===== config.mk =====
export PLATFORM = sky130hd
export DESIGN_NAME = stopwatch_ctrl
export DESIGN_NICKNAME = d
export VERILOG_FILES = /design/src/rtl/stopwatch_pkg.sv /design/src/rtl/stopwatch_ctrl_hold_repeat.sv /design/src/rtl/stopwatch_ctrl.sv
export SDC_FILE = /design/constraint.sdc
export NUM_CORES = 1
export LEC_CHECK = 0
export CORE_UTILIZATION = 30
export DETAILED_ROUTE_END_ITERATION = 10
export PLACE_DENSITY = 0.46
export RECOVER_POWER = 25
export SKIP_LAST_GASP = 1
export SYNTH_ARGS = -nofsm -noshare
export SYNTH_HDL_FRONTEND = slang
export SYNTH_SLANG_ARGS = --single-unit

===== constraint.sdc =====
create_clock -name clk -period 3.3 [get_ports clk]
set_input_delay 0.33 -clock clk [delete_from_list [all_inputs] [get_ports clk]]
set_output_delay 0.33 -clock clk [all_outputs]
set_load 0.005 [all_outputs]

===== src/rtl/stopwatch_pkg.sv =====
// Shared constants for the stopwatch mode controller: state codes, blink
// field positions and the tick rate every timing parameter is derived from.
package stopwatch_pkg;

    localparam logic [2:0] ST_IDLE  = 3'd0;
    localparam logic [2:0] ST_RUN   = 3'd1;
    localparam logic [2:0] ST_PAUSE = 3'd2;
    localparam logic [2:0] ST_SET   = 3'd3;
    localparam logic [2:0] ST_DONE  = 3'd4;

    localparam int BLINK_XX = 0;
    localparam int BLINK_SS = 1;
    localparam int BLINK_MM = 2;
    localparam int BLINK_HH = 3;

    localparam int TICK_RATE_HZ = 100;

    function automatic int cnt_width(input int max_val);
        return $clog2(max_val + 1);
    endfunction

    function automatic logic [3:0] field_bit(input int idx);
        return 4'b0001 << idx;
    endfunction

    localparam logic [3:0] BLINK_ALL = field_bit(BLINK_XX) | field_bit(BLINK_SS) |
                                       field_bit(BLINK_MM) | field_bit(BLINK_HH);

endpackage


===== src/rtl/stopwatch_ctrl_hold_repeat.sv =====
// Press-and-hold auto-repeat for one set button: first repeat after
// REPEAT_DELAY ticks of continuous hold, then one every REPEAT_RATE ticks.
module hold_repeat
    import stopwatch_pkg::*;
#(
    parameter int REPEAT_DELAY = 50,
    parameter int REPEAT_RATE  = 10
) (
    input  logic clk,
    input  logic rst,
    input  logic tick,
    input  logic active,
    output logic rep
);

    localparam int HW = cnt_width(REPEAT_DELAY);
    localparam logic [HW-1:0] DELAY_V  = HW'(REPEAT_DELAY);
    localparam logic [HW-1:0] RELOAD_V = HW'(REPEAT_DELAY - REPEAT_RATE);

    logic [HW-1:0] hold_cnt;
    logic [HW-1:0] hold_inc;

    assign hold_inc = hold_cnt + HW'(1);
    assign rep      = active && tick && (hold_inc == DELAY_V);

    // Reloading to DELAY-RATE after each repeat gives the steady repeat period.
    always_ff @(posedge clk) begin
        if (rst || !active)
            hold_cnt <= '0;
        else if (tick)
            hold_cnt <= (hold_inc == DELAY_V) ? RELOAD_V : hold_inc;
    end

endmodule


===== src/rtl/stopwatch_ctrl.sv =====
// Stopwatch mode controller: turns debounced buttons and the 100 Hz tick into
// counter strobes, set increments, countdown alarm and display blink masks.
module stopwatch_ctrl
    import stopwatch_pkg::*;
#(
    parameter int REPEAT_DELAY = TICK_RATE_HZ / 2,
    parameter int REPEAT_RATE  = TICK_RATE_HZ / 10,
    parameter int SET_TIMEOUT  = TICK_RATE_HZ * 10,
    parameter int ALARM_TICKS  = TICK_RATE_HZ * 3,
    parameter int BLINK_HALF   = TICK_RATE_HZ / 2
) (
    input  logic       clk,
    input  logic       rst,
    input  logic       tick_100hz,
    input  logic       btn_start,
    input  logic       btn_stop,
    input  logic       btn_set_min,
    input  logic       btn_set_hour,
    input  logic       countdown_sw,
    input  logic       time_zero,
    output logic       cnt_en,
    output logic       cnt_dir,
    output logic       cnt_clr,
    output logic       inc_min,
    output logic       inc_hour,
    output logic [2:0] state,
    output logic [3:0] blink_mask,
    output logic       alarm
);

    localparam int TW = cnt_width(SET_TIMEOUT);
    localparam int AW = cnt_width(ALARM_TICKS);
    localparam int BW = cnt_width(BLINK_HALF);
    localparam logic [TW-1:0] TMO_V   = TW'(SET_TIMEOUT);
    localparam logic [AW-1:0] ALARM_V = AW'(ALARM_TICKS);
    localparam logic [BW-1:0] BLINK_V = BW'(BLINK_HALF);

    // Buttons are sampled once, then compared against the previous sample.
    logic [3:0] btn_s, btn_q;
    logic       rise_start, rise_stop, rise_min, rise_hour, any_rise;

    always_ff @(posedge clk) begin
        if (rst) begin
            btn_s <= '0;
            btn_q <= '0;
        end else begin
            btn_s <= {btn_set_hour, btn_set_min, btn_stop, btn_start};
            btn_q <= btn_s;
        end
    end

    assign {rise_hour, rise_min, rise_stop, rise_start} = btn_s & ~btn_q;
    assign any_rise = rise_hour | rise_min | rise_stop | rise_start;

    logic active_min, active_hour, rep_min, rep_hour;

    assign active_min  = (state == ST_SET) && btn_s[2] && !btn_s[3];
    assign active_hour = (state == ST_SET) && btn_s[3] && !btn_s[2];

    hold_repeat #(.REPEAT_DELAY(REPEAT_DELAY), .REPEAT_RATE(REPEAT_RATE)) u_rep_min (
        .clk(clk), .rst(rst), .tick(tick_100hz), .active(active_min), .rep(rep_min)
    );

    hold_repeat #(.REPEAT_DELAY(REPEAT_DELAY), .REPEAT_RATE(REPEAT_RATE)) u_rep_hour (
        .clk(clk), .rst(rst), .tick(tick_100hz), .active(active_hour), .rep(rep_hour)
    );

    logic [TW-1:0] tmo_cnt;
    logic [AW-1:0] alarm_cnt;
    logic [BW-1:0] blink_cnt, blink_nxt;
    logic          phase, phase_nxt, last_hour;
    logic          start_ok, expire, tmo_clr, tmo_hit, alarm_hit;
    logic [2:0]    state_nxt;

    assign start_ok  = !(countdown_sw && time_zero);
    assign expire    = tick_100hz && cnt_dir && time_zero;
    assign tmo_clr   = any_rise || rep_min || rep_hour;
    assign tmo_hit   = tick_100hz && !tmo_clr && (tmo_cnt + TW'(1) == TMO_V);
    assign alarm_hit = tick_100hz && (alarm_cnt + AW'(1) == ALARM_V);

    always_ff @(posedge clk) begin
        if (rst)
            state <= ST_IDLE;
        else
            state <= state_nxt;
    end

    // Stop outranks start everywhere; expiry outranks stop in RUN.
    always_comb begin
        state_nxt = state;
        case (state)
            ST_IDLE: begin
                if (rise_stop)
                    state_nxt = ST_IDLE;
                else if (rise_start)
                    state_nxt = start_ok ? ST_RUN : ST_IDLE;
                else if (rise_min || rise_hour)
                    state_nxt = ST_SET;
            end
            ST_RUN: begin
                if (expire)
                    state_nxt = ST_DONE;
                else if (rise_stop)
                    state_nxt = ST_PAUSE;
            end
            ST_PAUSE: begin
                if (rise_stop)
                    state_nxt = ST_IDLE;
                else if (rise_start)
                    state_nxt = ST_RUN;
                else if (rise_min || rise_hour)
                    state_nxt = ST_SET;
            end
            ST_SET: begin
                if (rise_stop)
                    state_nxt = ST_IDLE;
                else if (rise_start && start_ok)
                    state_nxt = ST_RUN;
                else if (tmo_hit)
                    state_nxt = ST_IDLE;
            end
            ST_DONE: begin
                if (any_rise || alarm_hit)
                    state_nxt = ST_IDLE;
            end
            default: state_nxt = ST_IDLE;
        endcase
    end

    always_comb begin
        phase_nxt = phase;
        blink_nxt = blink_cnt;
        if (state_nxt != state) begin
            phase_nxt = 1'b0;
            blink_nxt = '0;
        end else if (tick_100hz) begin
            if (blink_cnt + BW'(1) == BLINK_V) begin
                blink_nxt = '0;
                phase_nxt = ~phase;
            end else begin
                blink_nxt = blink_cnt + BW'(1);
            end
        end
    end

    logic       cnt_en_d, cnt_clr_d, cnt_dir_d, inc_min_d, inc_hour_d, last_hour_d;
    logic [3:0] mask_d;

    // Next values of the registered outputs, derived from the state being entered.
    always_comb begin
        cnt_en_d    = 1'b0;
        cnt_clr_d   = 1'b0;
        cnt_dir_d   = cnt_dir;
        inc_min_d   = 1'b0;
        inc_hour_d  = 1'b0;
        last_hour_d = last_hour;
        mask_d      = 4'h0;
        if (state == ST_RUN)
            cnt_en_d = tick_100hz && !expire;
        if ((state == ST_IDLE || state == ST_PAUSE) && rise_stop)
            cnt_clr_d = 1'b1;
        if ((state == ST_IDLE || state == ST_SET) && state_nxt == ST_RUN)
            cnt_dir_d = countdown_sw;
        if (state_nxt == ST_SET) begin
            inc_min_d  = rise_min || rep_min;
            inc_hour_d = rise_hour || rep_hour;
        end
        if (inc_hour_d)
            last_hour_d = 1'b1;
        else if (inc_min_d)
            last_hour_d = 1'b0;
        case (state_nxt)
            ST_SET:  if (phase_nxt) mask_d = last_hour_d ? field_bit(BLINK_HH) : field_bit(BLINK_MM);
            ST_DONE: if (phase_nxt) mask_d = BLINK_ALL;
            default: mask_d = 4'h0;
        endcase
    end

    always_ff @(posedge clk) begin
        if (rst) begin
            tmo_cnt    <= '0;
            alarm_cnt  <= '0;
            blink_cnt  <= '0;
            phase      <= 1'b0;
            last_hour  <= 1'b0;
            cnt_en     <= 1'b0;
            cnt_dir    <= 1'b0;
            cnt_clr    <= 1'b0;
            inc_min    <= 1'b0;
            inc_hour   <= 1'b0;
            blink_mask <= 4'h0;
            alarm      <= 1'b0;
        end else begin
            if (state != ST_SET || tmo_clr)
                tmo_cnt <= '0;
            else if (tick_100hz)
                tmo_cnt <= tmo_cnt + TW'(1);
            if (state != ST_DONE)
                alarm_cnt <= '0;
            else if (tick_100hz)
                alarm_cnt <= alarm_cnt + AW'(1);
            blink_cnt  <= blink_nxt;
            phase      <= phase_nxt;
            last_hour  <= last_hour_d;
            cnt_en     <= cnt_en_d;
            cnt_dir    <= cnt_dir_d;
            cnt_clr    <= cnt_clr_d;
            inc_min    <= inc_min_d;
            inc_hour   <= inc_hour_d;
            blink_mask <= mask_d;
            alarm      <= (state_nxt == ST_DONE);
        end
    end

endmodule


==> metrics.txt, run 1 <==
Leak 1.31 nW; row cnt 36; antenna-violating nets left 0; CP Data Arrival Time 3.13 ns; highest clock rate 350 MHz; placed cell area 3460 sq um; Hold WC Path Type reg2reg; CP max stage delay 0.60 ns; Worst path slowest cell or4_1; hold depth 1; unrepaired setup endpoints after global routing false; Tightest Pin Transition 0.503 ns; non-filler cells, final 535; routed len/inst 12.7 um; # setup viols final 0; crit path kind reg2reg; Worst Setup Start Kind flip-flop; die width 104 um; cell area after layout 3720 sq um; first-pass GRT wire length 11.9 mm; Post-CTS Setup Bufs 0; Remaining DRCs 0; drt total wl 6.80 mm; post-cts sizing count 0; Synth cell types 50; gr ovfl total 0; reg-to-reg setup timing slack 0.44 ns; CTS tree done; area of the multi-input gates 1830 sq um; number of global-route vias before repair 2461; initial DRC count 69; Yosys reg bits 59; Post-synth EDFFs 0; Synth area leader dfxtp_1; Critical R2R Launch u_rep_min.hold_cnt[0]; Worst R2R End blink_mask[2]; HP Start btn_q[1]; final setup TNS 0 ns; Cell Pwr Density 460 nW/um^2; DP Worst Slack 0.448 ns; yosys warns 0; gr usage total 0.136; sequential fraction of the synthesis area 0.378; status finished clean; final hold viol count 0; routed vias 2597; Avg Inst Size Synth 8.35 sq um; Worst-path clk slew 0.07 ns; FFs w/ async S/R, synth 0; Setup Skew 0.0110 ns; CTS buffer count 9; Cells after Synth 374; hold endpoint cnt_clr; Reg2Reg Depth 9; Final Cycle Share 0.866; CP required 3.57 ns; leading post-synthesis cells by cell area dfxtp_1, nor2_1, xor2_1; CTS sink cnt 59; Buf/Inv on CP 0; main flop type after synthesis dfxtp_1; hpwl dp 4.77 mm; core footprint 9910 sq um; Worst path top cell family by delay simple AND/OR/NAND/NOR gates; Syn Nets 393; Max Root-Sink Buffers 2; Clk Latency, worst-skew pair 0.34 ns; total power 1.71 mW; share of the synthesized area in the top cell type 0.378; Die Ht 104 um; Final min period 2.86 ns; commonest cells in the synthesized netlist dfxtp_1, nor2_1, nand2_1; synth-to-layout area growth 19.2%; initial antenna violation count 0; Initial DRT Pass Iterations 4; Worst Path Max Fanout 9; max-cap viol count 0; cts hold-fix bufs 0; H-tree depth 3; die area 10800 sq um; io pins 22; DR vias/cell 4.85; Root Driver clkbuf_8; RePlAce Congestion 0.845; Nets 416; largest net degree at the start of global routing 20; port bufs 21; relative slew slack 0.664; Synth Cell Area 3120 sq um; top-count cell post-synth dfxtp_1; Diodes inserted 0; final worst setup slack 0.443 ns; Placed Instances 519; fillers 1037; initial core utilization 0.315; final slew viol count 0; CP endpoint kind flip-flop; FF/Latch Area 1180 sq um; Max IR drop VDD 0.000155 V; WP depth 9; CP Cell Sequence ha_1 -> and2_1 -> a21oi_1 -> o31a_1 -> or4_1 -> o211ai_4 -> o211ai_2 -> or3_4 -> o21ai_2; layout cell share with drive strength beyond 1 0.0846
## worst register-to-register path, cell delays in order (launching register included)
cell and delay, ns:
dfxtp_1 0.45, ha_1 0.26, and2_1 0.14, a21oi_1 0.06
o31a_1 0.27, or4_1 0.60, o211ai_4 0.30, o211ai_2 0.21
or3_4 0.39, o21ai_2 0.11
## registers in the layout, summed over array words and instances (netlist names), 3 cells and up
register             flops
blink_mask               3
btn_q                    4
alarm_cnt                9
btn_s                    4
u_rep_hour.hold_cnt      6
tmo_cnt                 10
u_rep_min.hold_cnt       6
state                    3
blink_cnt                6
## cell usage in the layout (no fill, tap or decap), drive strengths merged, types with 7 or more instances in the layout
cell | Yosys | layout
nor2 | 52 | 52
ha | 10 | 10
dlygate4sd3 | 0 | 10
nor2b | 10 | 10
nand2 | 36 | 36
xnor2 | 11 | 11
nand2b | 13 | 13
nand4 | 12 | 12
clkbuf | 9 | 13
mux2i | 8 | 8
o21ai | 10 | 10
nand3 | 17 | 17
nor3 | 7 | 7
inv | 11 | 11
dfxtp | 59 | 59
xor2 | 16 | 16
clkdlybuf4s50 | 0 | 11
a21oi | 16 | 16
## power by group
part | total [mW] | internal, mW | leakage [nW] | switching, mW
registers | 0.740 | 0.725 | 0.478 | 0.0155
logic | 0.121 | 0.0553 | 0.700 | 0.0655
clock network | 0.852 | 0.563 | 0.133 | 0.289
total | 1.71 | 1.34 | 1.31 | 0.370
## layer usage
metal,track usage,up-vias,routed length [um]
met1,0.185,1187,3530
li1,-,1359,-
met3,0.0370,6,241
met2,0.204,45,2950
met4,0.0490,0,71
met5,0,-,0
## layout make-up
class / instances / share of cell area
Sequential cell: 59 / 0.317
Tap cell: 133 / 0.0447
Multi-Input combinational cell: 290 / 0.491
Inverter: 11 / 0.0111
Timing Repair Buffer: 26 / 0.0656
Clock buffer: 12 / 0.0444
Clock inverter: 4 / 0.0256
## kinds of logic after synthesis
kind of cell,Yosys count,synth area share
flip-flops,59,0.378
XOR/XNOR,27,0.0757
multiplexers,8,0.0257
buffers and inverters,25,0.0361
adder cells (fa/ha/maj),10,0.0401
AO/OA/AOI/OAI,57,0.128
AND/OR/NAND/NOR,188,0.316
## worst max path at each step
| stage | startpoint | end | slack [ns] |
|---|---|---|---|
| finish | u_rep_min.hold_cnt[0] | blink_mask[2] | 0.44 |
| global route | u_rep_min.hold_cnt[0] | blink_mask[2] | 0.24 |
| CTS | u_rep_min.hold_cnt[0] | blink_mask[2] | 0.42 |
| detailed placement | u_rep_min.hold_cnt[0] | blink_mask[2] | 0.45 |
| global placement | u_rep_min.hold_cnt[0] | blink_mask[3] | 0.49 |
| floorplan | u_rep_min.hold_cnt[0] | blink_mask[2] | 0.76 |
## stage by stage
stage                     utilization  hold slack [ns]
after floorplan                     -            0.411
after global placement          0.350            0.438
after detailed placement        0.350            0.428
after CTS                       0.376            0.434
after global routing            0.376            0.473
final                           0.376            0.437
(Power assumes the default switching activity.)
==> run 2, diff against run 1 <==
--- a/config.mk
+++ b/config.mk
@@ -7,7 +7,8 @@
 export LEC_CHECK = 0
 export CORE_UTILIZATION = 30
 export DETAILED_ROUTE_END_ITERATION = 10
-export PLACE_DENSITY = 0.46
+export DONT_BUFFER_PORTS = 1
+export PLACE_DENSITY = 0.44
 export RECOVER_POWER = 25
 export SKIP_LAST_GASP = 1
 export SYNTH_ARGS = -nofsm -noshare
==> constraint.sdc (replaced) <==
create_clock -name clk -period 3.3 [get_ports clk]
set_input_delay 0.66 -clock clk [delete_from_list [all_inputs] [get_ports clk]]
set_output_delay 0.66 -clock clk [all_outputs]
set_load 0.005 [all_outputs]
==> run 2 against run 1 <==
Effect of this change: sequential share of layout area rose by 2.6 points; register-to-register slack got worse by 0.07 ns; cell area shrank 7.5%; largest power group is now registers; critical path depth is the same.
==> metrics.txt, run 2 (same netlist as run 1, synthesis figures left out) <==
status finished clean; largest net degree at the start of global routing 47; metal3 WL 268 um; Max Root-Sink Buffers 2; initial DRC count 109; largest registers tmo_cnt: 10 flops, alarm_cnt: 9 flops; CP endpoint kind flip-flop; WL met2 2.82 mm; Buf/Inv on CP 0; fillers 1074; Diodes inserted 0; unrepaired setup endpoints after global routing false; DR vias/cell 4.98; CP required 3.57 ns; cts hold-fix bufs 0; Remaining DRCs 0; Clk Latency, worst-skew pair 0.35 ns; port bufs 0; io pins 22; Max IR drop VDD 0.000192 V; CTS sink cnt 59; CP max stage delay 0.60 ns; hpwl dp 4.54 mm; Initial DRT Pass Iterations 4; Setup Skew 0.0158 ns; met1 wire length 3.32 mm; Die Ht 104 um; Worst Path Max Fanout 9; max FFs per register 10; die area 10800 sq um; Worst path slowest cell or4_1; CTS buffer count 9; max-cap viol count 0; initial antenna violation count 0; drt total wl 6.51 mm; post-cts sizing count 0; Finished Core Util 0.347; first-pass GRT wire length 11.3 mm; Worst-path clk slew 0.08 ns; layout cell share with drive strength beyond 1 0.0796; Tightest Pin Transition 0.469 ns; number of global-route vias before repair 2431; Root Driver clkbuf_8; core footprint 9910 sq um; final slew viol count 0; most common cell after layout, fill and taps aside dfxtp_1; Final Cycle Share 0.887; top routing layer used met4; relative slew slack 0.687; most frequent cells in the layout dfxtp_1, nor2_1, nand2_1, nand3_1; CP Data Arrival Time 3.20 ns; antenna-violating nets left 0; Worst path top cell family by delay simple AND/OR/NAND/NOR gates; crit path kind reg2reg; Worst Setup Start Kind flip-flop; H-tree depth 3; Cell Pwr Density 452 nW/um^2; gr usage total 0.129; die width 104 um; area of the multi-input gates 1830 sq um; # setup viols final 0; highest clock rate 342 MHz; final hold viol count 0; routed len/inst 12.8 um; routed vias 2541; synth-to-layout area growth 10.3%; Post-CTS Setup Bufs 0; largest reg by FF count tmo_cnt; Leak 1.16 nW; FF/Latch Area 1180 sq um; Hold WC Path Type in2reg; gr ovfl total 0; initial core utilization 0.315; RePlAce Congestion 0.817; CP Cell Sequence ha_1 -> and2_1 -> a21oi_1 -> o31a_1 -> or4_1 -> o211ai_4 -> o211ai_2 -> or3_4 -> o21ai_2; Nets 391; Final min period 2.93 ns; CTS tree done; row cnt 36; final setup TNS 0 ns
==> run 2: changes by cell type in the layout (fill, tap and decap cells not counted), moves of 2 or more <==
cell | before | now
clkdlybuf4s50_1 | 11 | 0
dlygate4sd3_1 | 10 | 0
buf_4 | 4 | 1
clkbuf_8 | 12 | 9
clkinv_4 | 0 | 2
==> run 2: area by class of cell <==
type	count	area share
Multi-Input combinational cell	290	0.531
Sequential cell	59	0.343
Tap cell	133	0.0483
Clock buffer	10	0.0371
Clock inverter	6	0.0262
Inverter	11	0.0120
Timing Repair Buffer	1	0.00218
==> run 2: report_power, final <==
group | internal, mW | switching, mW
Clock | 0.426 | 0.301
Combinational | 0.0371 | 0.0480
Sequential | 0.725 | 0.0175
Total | 1.19 | 0.366
==> run 2: path summary, 6_finish.rpt <==
check	startpoint	endpoint	slack, ns	cells after the start
max reg2reg	u_rep_min.hold_cnt[0]	blink_mask[3]	0.37	9
min	rst	cnt_dir	0.37	1
min reg2reg	btn_q[1]	cnt_clr	0.44	1
max	u_rep_min.hold_cnt[0]	blink_mask[3]	0.37	9
==> run 2: worst register-to-register path, stage by stage, from the launching register on <==
cell	delay, ns
dfxtp_1	0.46
ha_1	0.28
and2_1	0.15
a21oi_1	0.07
o31a_1	0.26
or4_1	0.60
o211ai_4	0.31
o211ai_2	0.22
or3_4	0.40
o21ai_2	0.12
==> run 2: stage by stage <==
step / total power, mW / setup slack, ns / cell area, sq um / hold slack (ns) / instances
finish: 1.55 / 0.373 / 3440 / 0.369 / 510
global placement: 0.844 / 0.511 / 3220 / 0.428 / 494
floorplan: 0.835 / 0.763 / 3120 / 0.411 / 374
CTS: 1.58 / 0.370 / 3440 / 0.353 / 510
global route: 1.63 / 0.155 / 3440 / 0.342 / 510
detailed placement: 0.843 / 0.405 / 3220 / 0.430 / 494
==> run 2: layer usage <==
layer / vias up / global-route usage
met1: 1183 / 0.167
met5: - / 0
met2: 38 / 0.199
met4: 0 / 0.0490
met3: 10 / 0.0407
li1: 1310 / -
